<file path="config.mk">
export PLATFORM = sky130hd
export DESIGN_NAME = time_adjust_counter
export DESIGN_NICKNAME = d
export VERILOG_FILES = /design/src/rtl/time_adjust_counter.sv
export SDC_FILE = /design/constraint.sdc
export NUM_CORES = 1
export LEC_CHECK = 0
export CAP_MARGIN = 20
export CELL_PAD_IN_SITES_DETAIL_PLACEMENT = 0
export CELL_PAD_IN_SITES_GLOBAL_PLACEMENT = 1
export CORE_MARGIN = 2
export CORE_UTILIZATION = 44
export DETAILED_ROUTE_END_ITERATION = 6
export PLACE_DENSITY_LB_ADDON = 0.1
export SYNTH_ARGS = -nofsm -noshare
export SYNTH_HDL_FRONTEND = slang
export SYNTH_SLANG_ARGS = --single-unit
</file>
<file path="constraint.sdc">
create_clock -name clk -period 2.9 [get_ports clk]
set_input_delay 0.87 -clock clk [delete_from_list [all_inputs] [get_ports clk]]
set_output_delay 0.87 -clock clk [all_outputs]
set_load 0.01 [all_outputs]
</file>
<file path="src/rtl/time_adjust_counter.sv">
// Time-of-day register bank (hour/minute/second). In run mode it advances from an
// internal 1 Hz prescaler; in adjust mode the prescaler freezes and each debounced
// press of the active-low adjust key increments the selected field, with no carry.
module time_adjust_counter #(
  parameter int unsigned CLK_FREQ        = 50_000_000,
  parameter int unsigned DEBOUNCE_CYCLES = 1_000_000
) (
  input  logic       clk,
  input  logic       rst,
  input  logic [1:0] option,
  input  logic       adj_mode,
  input  logic       adj_key,
  output logic [4:0] hour,
  output logic [5:0] minute,
  output logic [5:0] second,
  output logic       tick_1hz
);

  localparam int unsigned PW = (CLK_FREQ > 1) ? $clog2(CLK_FREQ) : 1;
  localparam int unsigned DW = (DEBOUNCE_CYCLES > 1) ? $clog2(DEBOUNCE_CYCLES) : 1;
  localparam logic [PW-1:0] PrescMax = PW'(CLK_FREQ - 1);
  localparam logic [DW-1:0] DbMax    = DW'(DEBOUNCE_CYCLES - 1);

  // Key path state
  logic          sync1_q, sync2_q;
  logic          stable_q, stable_d;
  logic          stable_del_q;
  logic [DW-1:0] db_cnt_q, db_cnt_d;
  logic          press_q, press_d;

  // Time path state
  logic [PW-1:0] presc_q, presc_d;
  logic          tick_q, tick_d;
  logic [4:0]    hour_q, hour_d;
  logic [5:0]    min_q, min_d;
  logic [5:0]    sec_q, sec_d;

  // Wrapping increments at field width
  logic [4:0] hour_inc;
  logic [5:0] min_inc, sec_inc;

  assign hour_inc = (hour_q == 5'd23) ? 5'd0 : hour_q + 5'd1;
  assign min_inc  = (min_q == 6'd59) ? 6'd0 : min_q + 6'd1;
  assign sec_inc  = (sec_q == 6'd59) ? 6'd0 : sec_q + 6'd1;

  // Debouncer: count while the synchronised level differs from the accepted level
  always_comb begin
    stable_d = stable_q;
    db_cnt_d = '0;
    if (sync2_q != stable_q) begin
      if (db_cnt_q == DbMax) begin
        stable_d = sync2_q;
        db_cnt_d = '0;
      end else begin
        db_cnt_d = db_cnt_q + 1'b1;
      end
    end
    // Only the falling edge of the accepted level (key pushed) makes a press
    press_d = stable_del_q & ~stable_q;
  end

  // Prescaler and time fields: run-mode advance with carry, adjust-mode increment without
  always_comb begin
    presc_d = presc_q;
    tick_d  = 1'b0;
    hour_d  = hour_q;
    min_d   = min_q;
    sec_d   = sec_q;
    if (adj_mode) begin
      // Frozen prescaler; adj_mode also wins over a tick due on this edge
      presc_d = '0;
      if (press_q) begin
        case (option)
          2'd0:    sec_d  = sec_inc;
          2'd1:    min_d  = min_inc;
          2'd2:    hour_d = hour_inc;
          default: ;
        endcase
      end
    end else if (presc_q == PrescMax) begin
      presc_d = '0;
      tick_d  = 1'b1;
      sec_d   = sec_inc;
      if (sec_q == 6'd59) begin
        min_d = min_inc;
        if (min_q == 6'd59) begin
          hour_d = hour_inc;
        end
      end
    end else begin
      presc_d = presc_q + 1'b1;
    end
  end

  // Key synchroniser, debouncer and press pulse registers; reset state is "released"
  always_ff @(posedge clk or posedge rst) begin
    if (rst) begin
      sync1_q      <= 1'b1;
      sync2_q      <= 1'b1;
      stable_q     <= 1'b1;
      stable_del_q <= 1'b1;
      db_cnt_q     <= '0;
      press_q      <= 1'b0;
    end else begin
      sync1_q      <= adj_key;
      sync2_q      <= sync1_q;
      stable_q     <= stable_d;
      stable_del_q <= stable_q;
      db_cnt_q     <= db_cnt_d;
      press_q      <= press_d;
    end
  end

  // Prescaler, tick and time-of-day registers
  always_ff @(posedge clk or posedge rst) begin
    if (rst) begin
      presc_q <= '0;
      tick_q  <= 1'b0;
      hour_q  <= '0;
      min_q   <= '0;
      sec_q   <= '0;
    end else begin
      presc_q <= presc_d;
      tick_q  <= tick_d;
      hour_q  <= hour_d;
      min_q   <= min_d;
      sec_q   <= sec_d;
    end
  end

  assign hour     = hour_q;
  assign minute   = min_q;
  assign second   = sec_q;
  assign tick_1hz = tick_q;

endmodule

</file>
---- Word level (Yosys, flattened, before mapping) ----
Cells that the tools add are included.
operators by class
  reductions and logical operators ........ 8
  bitwise logic cells ..................... 2
  add/sub/neg operators ................... 5
  equality and inequality tests ........... 12
  mux-type cells .......................... 24
operator list
  operator                                               count
  two-way mux 6 bit                                      11
  two-way mux 26 bit                                     2
  two-way mux 20 bit                                     2
  two-way mux 5 bit                                      7
  adder 26 x 1 -> 26 bit, second input constant          1
  == test 26 bit, second input constant                  1
  adder 20 x 1 -> 20 bit, second input constant          1
  == test 20 bit, second input constant                  1
  adder 6 x 1 -> 6 bit, second input constant            2
  == test 6 bit, second input constant                   2
  inequality test 2 x 1 -> 1 bit, second input constant  4
  nonzero test 2 bit                                     3
  adder 5 x 1 -> 5 bit, second input constant            1
  == test 5 bit, second input constant                   1
  AND reduction 5 bit                                    1
  AND reduction 4 bit                                    1
  AND reduction 3 bit                                    1
  == test 2 x 1 -> 1 bit, second input constant          1
  == test 2 bit, second input constant                   1
  zero test 2 bit                                        1
  two-way mux 1 bit                                      2
  AND reduction 2 bit                                    1
  AND 1 bit                                              1
  inequality test 1 bit                                  1
  inverter 1 bit                                         1
word-level totals
  register bits after elaboration ......... 69

---- Depth between registers and ports, before layout ----
Gate-level depths: netlist of run 1.
  depth after elaboration ................. 6
  depth in mapped cells ................... 8
  depth with buffers taken out ............ 6

---- Worst setup path after synthesis of run 1 ----
Ideal clock, no wire load.
  path kind ............................... in2reg
  start point ............................. in adj_mode
  end point ............................... reg min_q[2], in the netlist minute[2]
  setup time .............................. 0.128 ns
  setup slack ............................. 0.617 ns
  arrival time ............................ 2.156 ns
  data required time ...................... 2.772 ns
  cell stages on the path ................. 5
  path through ............................ clkbuf_1 > or4_1 > buf_2 > a21boi_2 > mux2_1
on the way
  longest elaborated chain between the ends .. 2
ends and longest elaborated chain
  element                                                                                       RTL line  RTL
  start, declared                                                                               11        input logic adj_mode,
  inequality test 2 x 1 -> 1 bit (no source line) / nonzero test 2 bit (equally long branches)  --
  AND reduction 4 bit (no source line)                                                          --
  end signal, assigned                                                                          126       min_q <= min_d;
  end, declared                                                                                 35        logic [5:0] min_q, min_d;
Parallel ways exist; a longest one is shown, timed or not.
A chain may end at the register's enable or synchronous reset.

---- Worst setup path in the final report of run 1 ----
  start point ............................. reg presc_q[0]
  end point ............................... reg min_q[2], in the netlist minute[2]
on the way
  longest elaborated chain between the ends .. 3
ends and longest elaborated chain
  element                               RTL line  RTL
  start, declared                       32        logic [PW-1:0] presc_q, presc_d;
  start signal, assigned                123       presc_q <= presc_d;
  == test 26 bit                        80        end else if (presc_q == PrescMax) begin
  nonzero test 2 bit (no source line)   --
  AND reduction 4 bit (no source line)  --
No other way between the ends.

==> metrics.md, run 1 <==
| Metric | Value |
|---|---|
| Result of the run | completed |
| Clk sinks | 69 |
| Worst setup EP type | register |
| Cell area after synthesis | approximately 3400 µm² |
| GR Util met2 | between 20 and 30% |
| Sw Pwr | between 0.4 and 0.5 mW |
| Largest net degree at the start of global routing | 39 |
| GPL Wtd Cong | 0.769 |
| Seq pwr share | roughly 57% |
| Sequential share of the synthesized area | roughly 51% |
| R2r startpoint | presc_q[0] |
| Worst Setup Path Type | register to register |
| Fin. Hold Viols | 0 |
| Initial Util | 44.9% |
| Finished Cell Area | just under 4000 µm² |
| Ys async rst share | 100% |
| Clock buffer depth | 2 |
| Synth warnings | 0 |
| Routed vias | 2,468 |
| Post-synth top area share | a little under half |
| Critical Path Fanout Max | 6 |
| Grt ovf | 0 |
| CP Buf/Inv Count | 0 |
| Layout cells sized above 1 | around a tenth |
| Setup Skew | 0.00670 ns |
| Hold WC Path Type | register to register |
| EDFF count, synth | 0 |
| FF+latch count, synth | about 70 |
| Tcrit/Tclk final | 81.8% |
| Max Clk Rate | between 400 and 500 MHz |
| Min-delay src | sync1_q |
| Vias per cell | ~5.1 |
| Ant diodes | 0 |
| Worst VDD drop | between 0.0002 and 0.00025 V |
| Worst setup SP type | register |
| Die H | slightly above 90 µm |
| Fin nets | slightly below 400 |
| Core ar. | ~7600 µm² |
| Placed Instance Area | around 3800 µm² |
| Critical Path Max Stage Delay | 0.61 ns |
| Sink of the worst hold path | sync2_q |
| Post-DP HPWL | ~4600 µm |
| Fillers | just over 700 |
| Post-route DRC violation count | 0 |
| Die Wd | ~90 µm |
| Final setup viols | 0 |
| Cell Pwr Density | 439 nW/µm² |
| Met1 usage | around a quarter |
| GR peak layer | met2 |
| Minimum clock period | roughly 2.4 ns |
| PnR Total Power | roughly 1.7 mW |
| Top Ports | 24 |
| Syn_area_per_cell | 9.88 µm² |
| Clock-pin slew on the worst setup and hold paths | 0.08 ns |
| First-pass GRT wire length | between 10,000 and 15,000 µm |
| Initial antenna violation count | 0 |
| Leak Pwr | ~1.6 nW |
| RR Endpoint | minute[2] |
| H-tree depth | 3 |
| Switching part of the total power | roughly a quarter |
| Clock latency on the worst-skew pair | ~0.34 ns |
| P_int | 1.30 mW |
| Vias in the first global route | roughly 2,400 |
| Reg2Reg Depth | 6 |
| GR Util met3 | 2.47% |
| Core Rows | 32 |
| First-pass DRT Iterations | 4 |
| Slowest CP cell | or4_1 |
| Post-synth top area cell | dfrtp_1 |
| Number of routed nets with antenna violations | 0 |
| Slew headroom | approximately three fifths |
| Slew Limit Fails | 0 |
| Hold depth | 0 |
| Synth top area cells | dfrtp_1 (48%), xnor2_1 (7.7%), nor2_1 (5.9%) |
| Cts repair resizes | 0 |
| CTS tree | yes |
| Worst path cell trace | ha_1 -> and4_1 -> nand4_1 -> or4_1 -> a21boi_2 -> mux2_1 |
| Arrival time of the worst setup path | 2.60 ns |
| Post-CTS Setup Bufs | 0 |
| Iter 0 DRT Violations | about 120 |
| WL final | about 6600 µm |
| Flop-to-flop setup slack | about 0.53 ns |
| Synth Flop Type | dfrtp_1 |
| Cell count after synthesis | approximately 350 |
| Area of the die | 8490 µm² |
| Routed length per instance | between 10 and 15 µm |
| CTS Root Cell | clkbuf_8 |
| Maxcap violations | 0 |
| RSZ-0062 raised after global routing | false |
| Layout overhead on the synthesized area | 15.3% |
| Slew @ Worst Pin | approximately 0.60 ns |
| Clock Power Share | 39.2% |
| Req. time, crit path | ~3.1 ns |
| PortBufs | 23 |
| GRT Util Overall | 17.4% |
| CTS buffer count | 9 |
| Sum Neg Setup Slack | 0 ns |
| Cts hold-fix bufs | 0 |
| Post-synth cell types | 44 |
| Cell family with most CP delay | simple AND/OR/NAND/NOR gates |
| Comb pwr share | roughly 4% |
| Synth Net Count | about 360 |
cell families after synthesis:
| kind of cell | after synthesis | share of synthesized area (%) |
|---|---|---|
| simple gates | 167 | 25.6 |
| flops | 69 | 50.7 |
| xor+xnor | 41 | 10.5 |
| compound gates | 31 | 5.68 |
| buf+inv | 25 | 2.93 |
| mux | 8 | 2.75 |
| fa+ha+maj | 5 | 1.83 |
registers in the layout, indices dropped and copies added (netlist names):
signal / flops
stable_q: 1
db_cnt_q: 20
presc_q: 26
press_q: 1
sync1_q: 1
hour: 5
second: 6
stable_del_q: 1
sync2_q: 1
minute: 6
tick_1hz: 1
metal layers:
| layer | vias to the layer above | part of all wire, % |
|---|---|---|
| met1 | 1169 | 49 |
| met5 | - | 0 |
| met2 | 30 | 47 |
| met4 | 0 | 1.8 |
| met3 | 12 | 2.3 |
| li1 | 1257 | - |
cell usage in the layout (no fill, tap or decap), types with 3 or more instances in the layout:
cell,netlist,routed
a21oi_1,6,6
a31oi_1,7,7
and2_1,3,3
and3_1,7,7
and4_1,6,6
buf_4,1,3
clkbuf_8,0,9
clkdlybuf4s50_1,0,23
clkinv_2,0,4
clkinvlp_4,0,3
dfrtp_1,65,65
dfstp_2,4,4
ha_1,5,5
inv_1,15,14
mux2_2,6,6
nand2_1,15,15
nand2b_1,5,5
nand3_1,23,23
nand4_1,9,9
nand4b_1,3,3
nor2_1,54,54
nor2b_1,3,3
nor3_1,10,10
nor3b_1,3,3
nor4_1,8,8
o21ai_0,8,8
o31ai_1,5,5
or2_2,5,5
or3_1,6,6
xnor2_1,30,30
xor2_1,11,11
synth_stat cells (4+ instances only):
| library cell | instances |
|---|---|
| and3_1 | 7 |
| nor4_1 | 8 |
| nand3_1 | 23 |
| ha_1 | 5 |
| o31ai_1 | 5 |
| nor3_1 | 10 |
| a31oi_1 | 7 |
| or3_1 | 6 |
| nand4_1 | 9 |
| o21ai_0 | 8 |
| nand2b_1 | 5 |
| dfrtp_1 | 65 |
| xnor2_1 | 30 |
| nand2_1 | 15 |
| clkbuf_1 | 5 |
| or2_2 | 5 |
| and4_1 | 6 |
| inv_1 | 15 |
| nor2_1 | 54 |
| mux2_2 | 6 |
| a21oi_1 | 6 |
| dfstp_2 | 4 |
| xor2_1 | 11 |
worst register-to-register path: stages (launching register included):
cell      delay (ns)
dfrtp_1         0.40
ha_1            0.23
and4_1          0.30
nand4_1         0.17
or4_1           0.61
a21boi_2        0.20
mux2_1          0.34
metrics by stage:
step	instances	setup slack (ns)	util (%)	hold slack, ns
2_1_floorplan	346	0.297	-	0.345
6_report	481	0.528	51.8	0.359
5_1_grt	481	0.376	51.8	0.363
4_1_cts	481	0.508	51.8	0.358
3_3_place_gp	465	0.257	49.6	0.349
3_5_place_dp	465	0.234	49.6	0.347
final cells by class:
| type | count | area [µm²] | share of cell area, % |
|---|---|---|---|
| flip-flops and latches | 69 | 1730 | 44.0 |
| multi-input cells | 252 | 1590 | 40.2 |
| repair buffers | 27 | 273 | 6.92 |
| well taps | 102 | 128 | 3.24 |
| clock buffers | 9 | 124 | 3.14 |
| inverters | 15 | 56.3 | 1.43 |
| clock inverters | 7 | 42.5 | 1.08 |
power by group through the flow:
stage          clock network, mW  registers, mW  logic, mW
6_report                   0.678          0.984     0.0686
5_1_grt                    0.737          0.986     0.0811
4_1_cts                    0.700          0.983     0.0714
3_5_place_dp                   0           1.00     0.0711
3_3_place_gp                   0           1.00     0.0708
2_1_floorplan                  0           1.00     0.0407
worst max-delay path by stage:
stage,startpoint,to,slack (ns),cells past startpoint
2_1_floorplan,rst,db_cnt_q[0],0.30,1
3_3_place_gp,adj_mode,minute[2],0.26,4
3_5_place_dp,adj_mode,minute[2],0.23,4
4_1_cts,presc_q[0],minute[2],0.51,6
5_1_grt,presc_q[0],minute[2],0.38,6
6_report,presc_q[0],minute[2],0.53,6
(Power assumes the default switching activity.)
==> inputs of run 2 (changes only) <==
==> constraint.sdc (replaced) <==
create_clock -name clk -period 2.35 [get_ports clk]
set_input_delay 0.705 -clock clk [delete_from_list [all_inputs] [get_ports clk]]
set_output_delay 0.705 -clock clk [all_outputs]
set_load 0.01 [all_outputs]
==> run 2 against run 1 <==
Effect of this change:
- maximum frequency up 10%
- clock power increased by 43%
- core utilization is 1.7 points higher
- critical path type unchanged
- clock-buffer cell count is 1 higher
- flip-flop and latch count did not move
- critical endpoint unchanged
- worst hold slack improved by 0.014 ns
- global-route usage is essentially flat
- clock skew increased by 0.0060 ns
- non-clock buffer count up 11
- sequential power increased by 23%
- first-iteration DRC count down 6.6%
- die area did not move
==> metrics.md, run 2 (synthesized netlist as in run 1, its figures left out) <==
| Metric | Value |
|---|---|
| Result of the run | completed |
| Layout cells sized above 1 | 13.6% (+3.0 points) |
| Worst setup EP type | register |
| Cts repair resizes | 0 (unchanged) |
| Clock-pin slew on the worst setup and hold paths | 0.08 ns (about the same) |
| Fin nets | 396 (+2.9%) |
| Post-DP HPWL | 4480 µm (-2.0%) |
| Number of routed nets with antenna violations | 0 (unchanged) |
| Cts hold-fix bufs | 0 (unchanged) |
| First-pass DRT Iterations | 5 (+1) |
| WL final | 6600 µm (-0.51%) |
| Core Rows | 32 (unchanged) |
| Vias in the first global route | 2,429 (+1.3%) |
| Post-route DRC violation count | 0 (unchanged) |
| Fin. Hold Viols | 0 (unchanged) |
| Commonest cells after routing, fill and taps aside | dfrtp_1 (65), nor2_1 (54), xnor2_1 (30) |
| Initial antenna violation count | 0 (unchanged) |
| RSZ-0062 raised after global routing | false |
| Worst setup SP type | register |
| Inst Count DP | 476 (+2.4%) |
| Slew headroom | 69.3% (+9.4 points) |
| Clock latency on the worst-skew pair | 0.34 ns (about the same) |
| Iter 0 DRT Violations | 114 (-6.6%) |
| Core ar. | 7610 µm² (unchanged) |
| Top Ports | 24 (unchanged) |
| Fillers | 709 (unchanged) |
| Die H | 92.1 µm (unchanged) |
| Area of the die | 8490 µm² (unchanged) |
| Routed vias | 2,484 (+0.65%) |
| Hold WC Path Type | register to register |
| Post-CTS Setup Bufs | 0 (unchanged) |
| Vias per cell | 5.05 (-1.6%) |
| Grt ovf | 0 (unchanged) |
| Max Clk Rate | 465 MHz (+10%) |
| Max reg flops | 26 (unchanged) |
| Biggest regs | presc_q: 26 flops, db_cnt_q: 20 flops |
| Setup Skew | 0.0127 ns (+0.00595 ns) |
| Non-filler cells in the finished layout | 492 (+2.3%) |
| GPL Wtd Cong | 0.801 (+4.2%) |
| Layout overhead on the synthesized area | 19.1% |
| CTS tree | yes |
| Arrival time of the worst setup path | 2.37 ns (-0.23 ns) |
| Die Wd | 92.1 µm (unchanged) |
| Leak Pwr | 1.64 nW (+4.9%) |
| CTS buffer count | 9 (unchanged) |
| Clock buffer depth | 2 (unchanged) |
| Minimum clock period | 2.15 ns (-0.221 ns) |
| Cell Pwr Density | 558 nW/µm² (+27%) |
| Critical Path Fanout Max | 4 (-2) |
| Maxcap violations | 0 (unchanged) |
| Largest net degree at the start of global routing | 70 (+79%) |
| Worst VDD drop | 0.000339 V (+41%) |
| Sum Neg Setup Slack | 0 ns (unchanged) |
| H-tree depth | 3 (unchanged) |
| Clk sinks | 69 (unchanged) |
| Slowest CP cell | or4_4 |
| Worst Setup Path Type | register to register |
| CTS Root Cell | clkbuf_8 |
| Critical Path Max Stage Delay | 0.54 ns (-0.07 ns) |
| PortBufs | 23 (unchanged) |
| Req. time, crit path | 2.57 ns (-0.55 ns) |
| Final setup viols | 0 (unchanged) |
| Setup WS post-layout | 0.199 ns (-0.329 ns) |
| Util after Layout | 53.5% (+1.7 points) |
| Worst path cell trace | ha_1 -> and4_1 -> nand4_1 -> or4_4 -> a21boi_2 -> mux2_1 |
| Register with the most flip-flops | presc_q |
| Initial Util | 44.9% (unchanged) |
| Routed length per instance | 13.4 µm (-2.7%) |
| Tcrit/Tclk final | 91.5% (+9.7 points) |
| Post-Place Setup Slack | -0.0855 ns (-0.319 ns) |
| Commonest non-fill, non-tap cell in the layout | dfrtp_1 |
| GRT Util Overall | 17.4% (about the same) |
| First-pass GRT wire length | 11,800 µm (+1.2%) |
| Slew @ Worst Pin | 0.459 ns (-0.138 ns) |
| Slew Limit Fails | 0 (unchanged) |
| Ant diodes | 0 (unchanged) |
==> run 2: critical path: cells and delay by family (launching register included) <==
family | cells | cell delay [ns]
and+or+nand+nor | 3 | 0.93
adders and majority gates | 1 | 0.22
AOI/OAI and AO/OA | 1 | 0.18
DFF | 1 | 0.39
muxes | 1 | 0.32
==> run 2: layout make-up <==
type / instances / area (µm²) / share of cell area [%]
Sequential cell: 69 / 1730 / 42.5
Multi-Input combinational cell: 252 / 1600 / 39.2
Timing Repair Buffer: 38 / 355 / 8.73
Clock buffer: 10 / 138 / 3.38
Tap cell: 102 / 128 / 3.14
Clock inverter: 6 / 62.6 / 1.54
Inverter: 15 / 60.1 / 1.48
==> run 2: worst paths after layout <==
path / start / slack (ns) / to / depth (start not counted)
max: presc_q[0] / 0.20 / minute[2] / 6
max reg2reg: presc_q[0] / 0.20 / minute[2] / 6
min: sync1_q / 0.37 / sync2_q / 0
min in group asynchronous: rst / 0.81 / hour[1] / 3
max in group asynchronous: rst / 1.22 / sync1_q / 3
min reg2reg: sync1_q / 0.37 / sync2_q / 0
==> run 2: power by group <==
part           switching [mW]  internal (mW)  leakage (nW)
Combinational          0.0514         0.0325         0.617
Clock                   0.454          0.517         0.106
Sequential             0.0129           1.20         0.917
==> run 2: metrics by stage <==
| stage | hold slack [ns] | power (mW) | area, µm² |
|---|---|---|---|
| 3_3_place_gp | 0.353 | 1.32 | 3860 |
| 6_report | 0.373 | 2.27 | 4070 |
| 5_1_grt | 0.377 | 2.38 | 4070 |
| 2_1_floorplan | 0.345 | 1.29 | 3420 |
| 3_5_place_dp | 0.354 | 1.32 | 3860 |
| 4_1_cts | 0.371 | 2.31 | 4060 |
==> run 2: routing by layer <==
metal,vias up,part of all wire (%),GRT usage [%]
li1,1275,-,-
met1,1165,49,24.0
met2,35,47,27.3
met3,9,2.9,3.78
met4,0,1.3,5.60
met5,-,0,0
==> RTL change: new RTL, settings of run 1 <==
`DEBOUNCE_CYCLES`: 1_000_000 -> 2_000_000.
--- a/src/rtl/time_adjust_counter.sv
+++ b/src/rtl/time_adjust_counter.sv
@@ -3,7 +3,7 @@
 // press of the active-low adjust key increments the selected field, with no carry.
 module time_adjust_counter #(
   parameter int unsigned CLK_FREQ        = 50_000_000,
-  parameter int unsigned DEBOUNCE_CYCLES = 1_000_000
+  parameter int unsigned DEBOUNCE_CYCLES = 2_000_000
 ) (
   input  logic       clk,
   input  logic       rst,
Behaviour: same outputs for any inputs over 10 cycles, from zero or initial values and one cycle with rst high; that may be too few to reach the edited logic, so the function may still have changed.
==> RTL change against run 1 <==
- sequential cell count grew 1
- critical endpoint is now minute[1]
- routed wire length shrank 0.94%
- clock skew is essentially flat
- largest power group unchanged
- synthesized area grew 2.6%
- final area grew 3.8%
- power grew 3.0%
- maximum frequency shrank 6.9%
- worst hold slack gained 0.0017 ns
- setup slack lost 0.18 ns
- sequential share of layout area shrank 1.0 points
==> RTL change: results (changes against run 1) <==
outcome: "completed"
wire_per_inst_um: 13.3  # -3.5%
p_sw_uw: 458  # +7.3%
final-clk-cell-share_pct: 4.44  # +0.21 points
hold_ws_ns: 0.360  # +0.00169 ns
dp_cells: 478  # +2.8%
vdd_ir_drop_max_mv: 0.193  # -20%
vias: 2567  # +4.0%
syn-num-nets: 362  # +1.4%
drive_gt1_share_pct: 11.7  # +1.2 points
fin_nets: 398  # +3.4%
critPathMaxFanout: 7  # +1
area_growth_syn_to_layout_pct: 16.6
multi_input_gates: 264  # +4.8%
globalplace.congestion: 0.799  # +4.0%
synth.area.top_cells: "dfrtp_1, xor2_1, nor2_1"
post-place-ws_ns: 0.321  # +0.0871 ns
placed_cell_area_mm2: 0.00391  # +3.6%
critPathCapture: "minute[1]"
fillers: 704  # -0.71%
switching_share_pct: 25.7  # +1.0 points
wl_met2_um: 2860  # -8.9%
crit_path_start_kind: "flop"
combPwrFrac_pct: 3.3  # -0.7 points
finalNonFillerCells: 494  # +2.7%
globalRouteMet1Util_pct: 24.1  # +0.45 points
reg.largest.list: "presc_q (26), db_cnt_q (21)"
r2r_cells: 5  # -1
grt_max_degree: 71  # +82%
inv_count: 11  # -4
p_clk_share_pct: 40.9  # +1.7 points
wl_met1_um: 3380  # +5.0%
drtIter0Drc: 133  # +9.0%
wl_met3_um: 202  # +32%
dp.final_hpwl_um: 4400  # -3.9%
synth_cell_types: 48  # +9.1%
first_global_vias: 2400  # +0.083%
ys_ff_latch: 70  # +1.4%
grt.total_usage_pct: 16.7  # -0.70 points
fmax_mhz: 392  # -6.9%
grt_pass1_wl_um: 11400  # -1.8%
ys_seq_area_share_pct: 50.1  # -0.59 points
buffers: 31  # +15%
worst-endpoint-arrival_ns: 2.78  # +0.18 ns
avgSynthCellArea_um2: 9.99  # +1.2%
fin_skew_ns: 0.00665  # -0.0000513 ns
RTL change: changes by cell type after synthesis, sizes merged, moves of 5 or more:
cell | run 1 | this run
a21oi | 6 | 0
a31oi | 7 | 1
and4 | 6 | 0
nand2 | 15 | 27
nand4 | 9 | 15
nor2 | 54 | 66
o31ai | 5 | 0
or3 | 6 | 0
xnor2 | 30 | 17
xor2 | 11 | 28
RTL change: cell families (layout without fill, tap and decap cells):
family,count (synthesis),in the layout,synth area share [%]
multiplexers,11,11,3.67
AND/OR/NAND/NOR,179,179,26.4
buffers and inverters,17,58,2.00
AO/OA/AOI/OAI,24,24,4.78
adder cells (fa/ha/maj),5,5,1.78
XOR/XNOR,45,45,11.2
flip-flops,70,70,50.1
RTL change: critical path, cell delays in order (launching register included):
cell and delay (ns):
dfrtp_1 0.42, or4_1 0.52, or4_4 0.56, nor4_4 0.41, or2_1 0.20, mux2_1 0.33
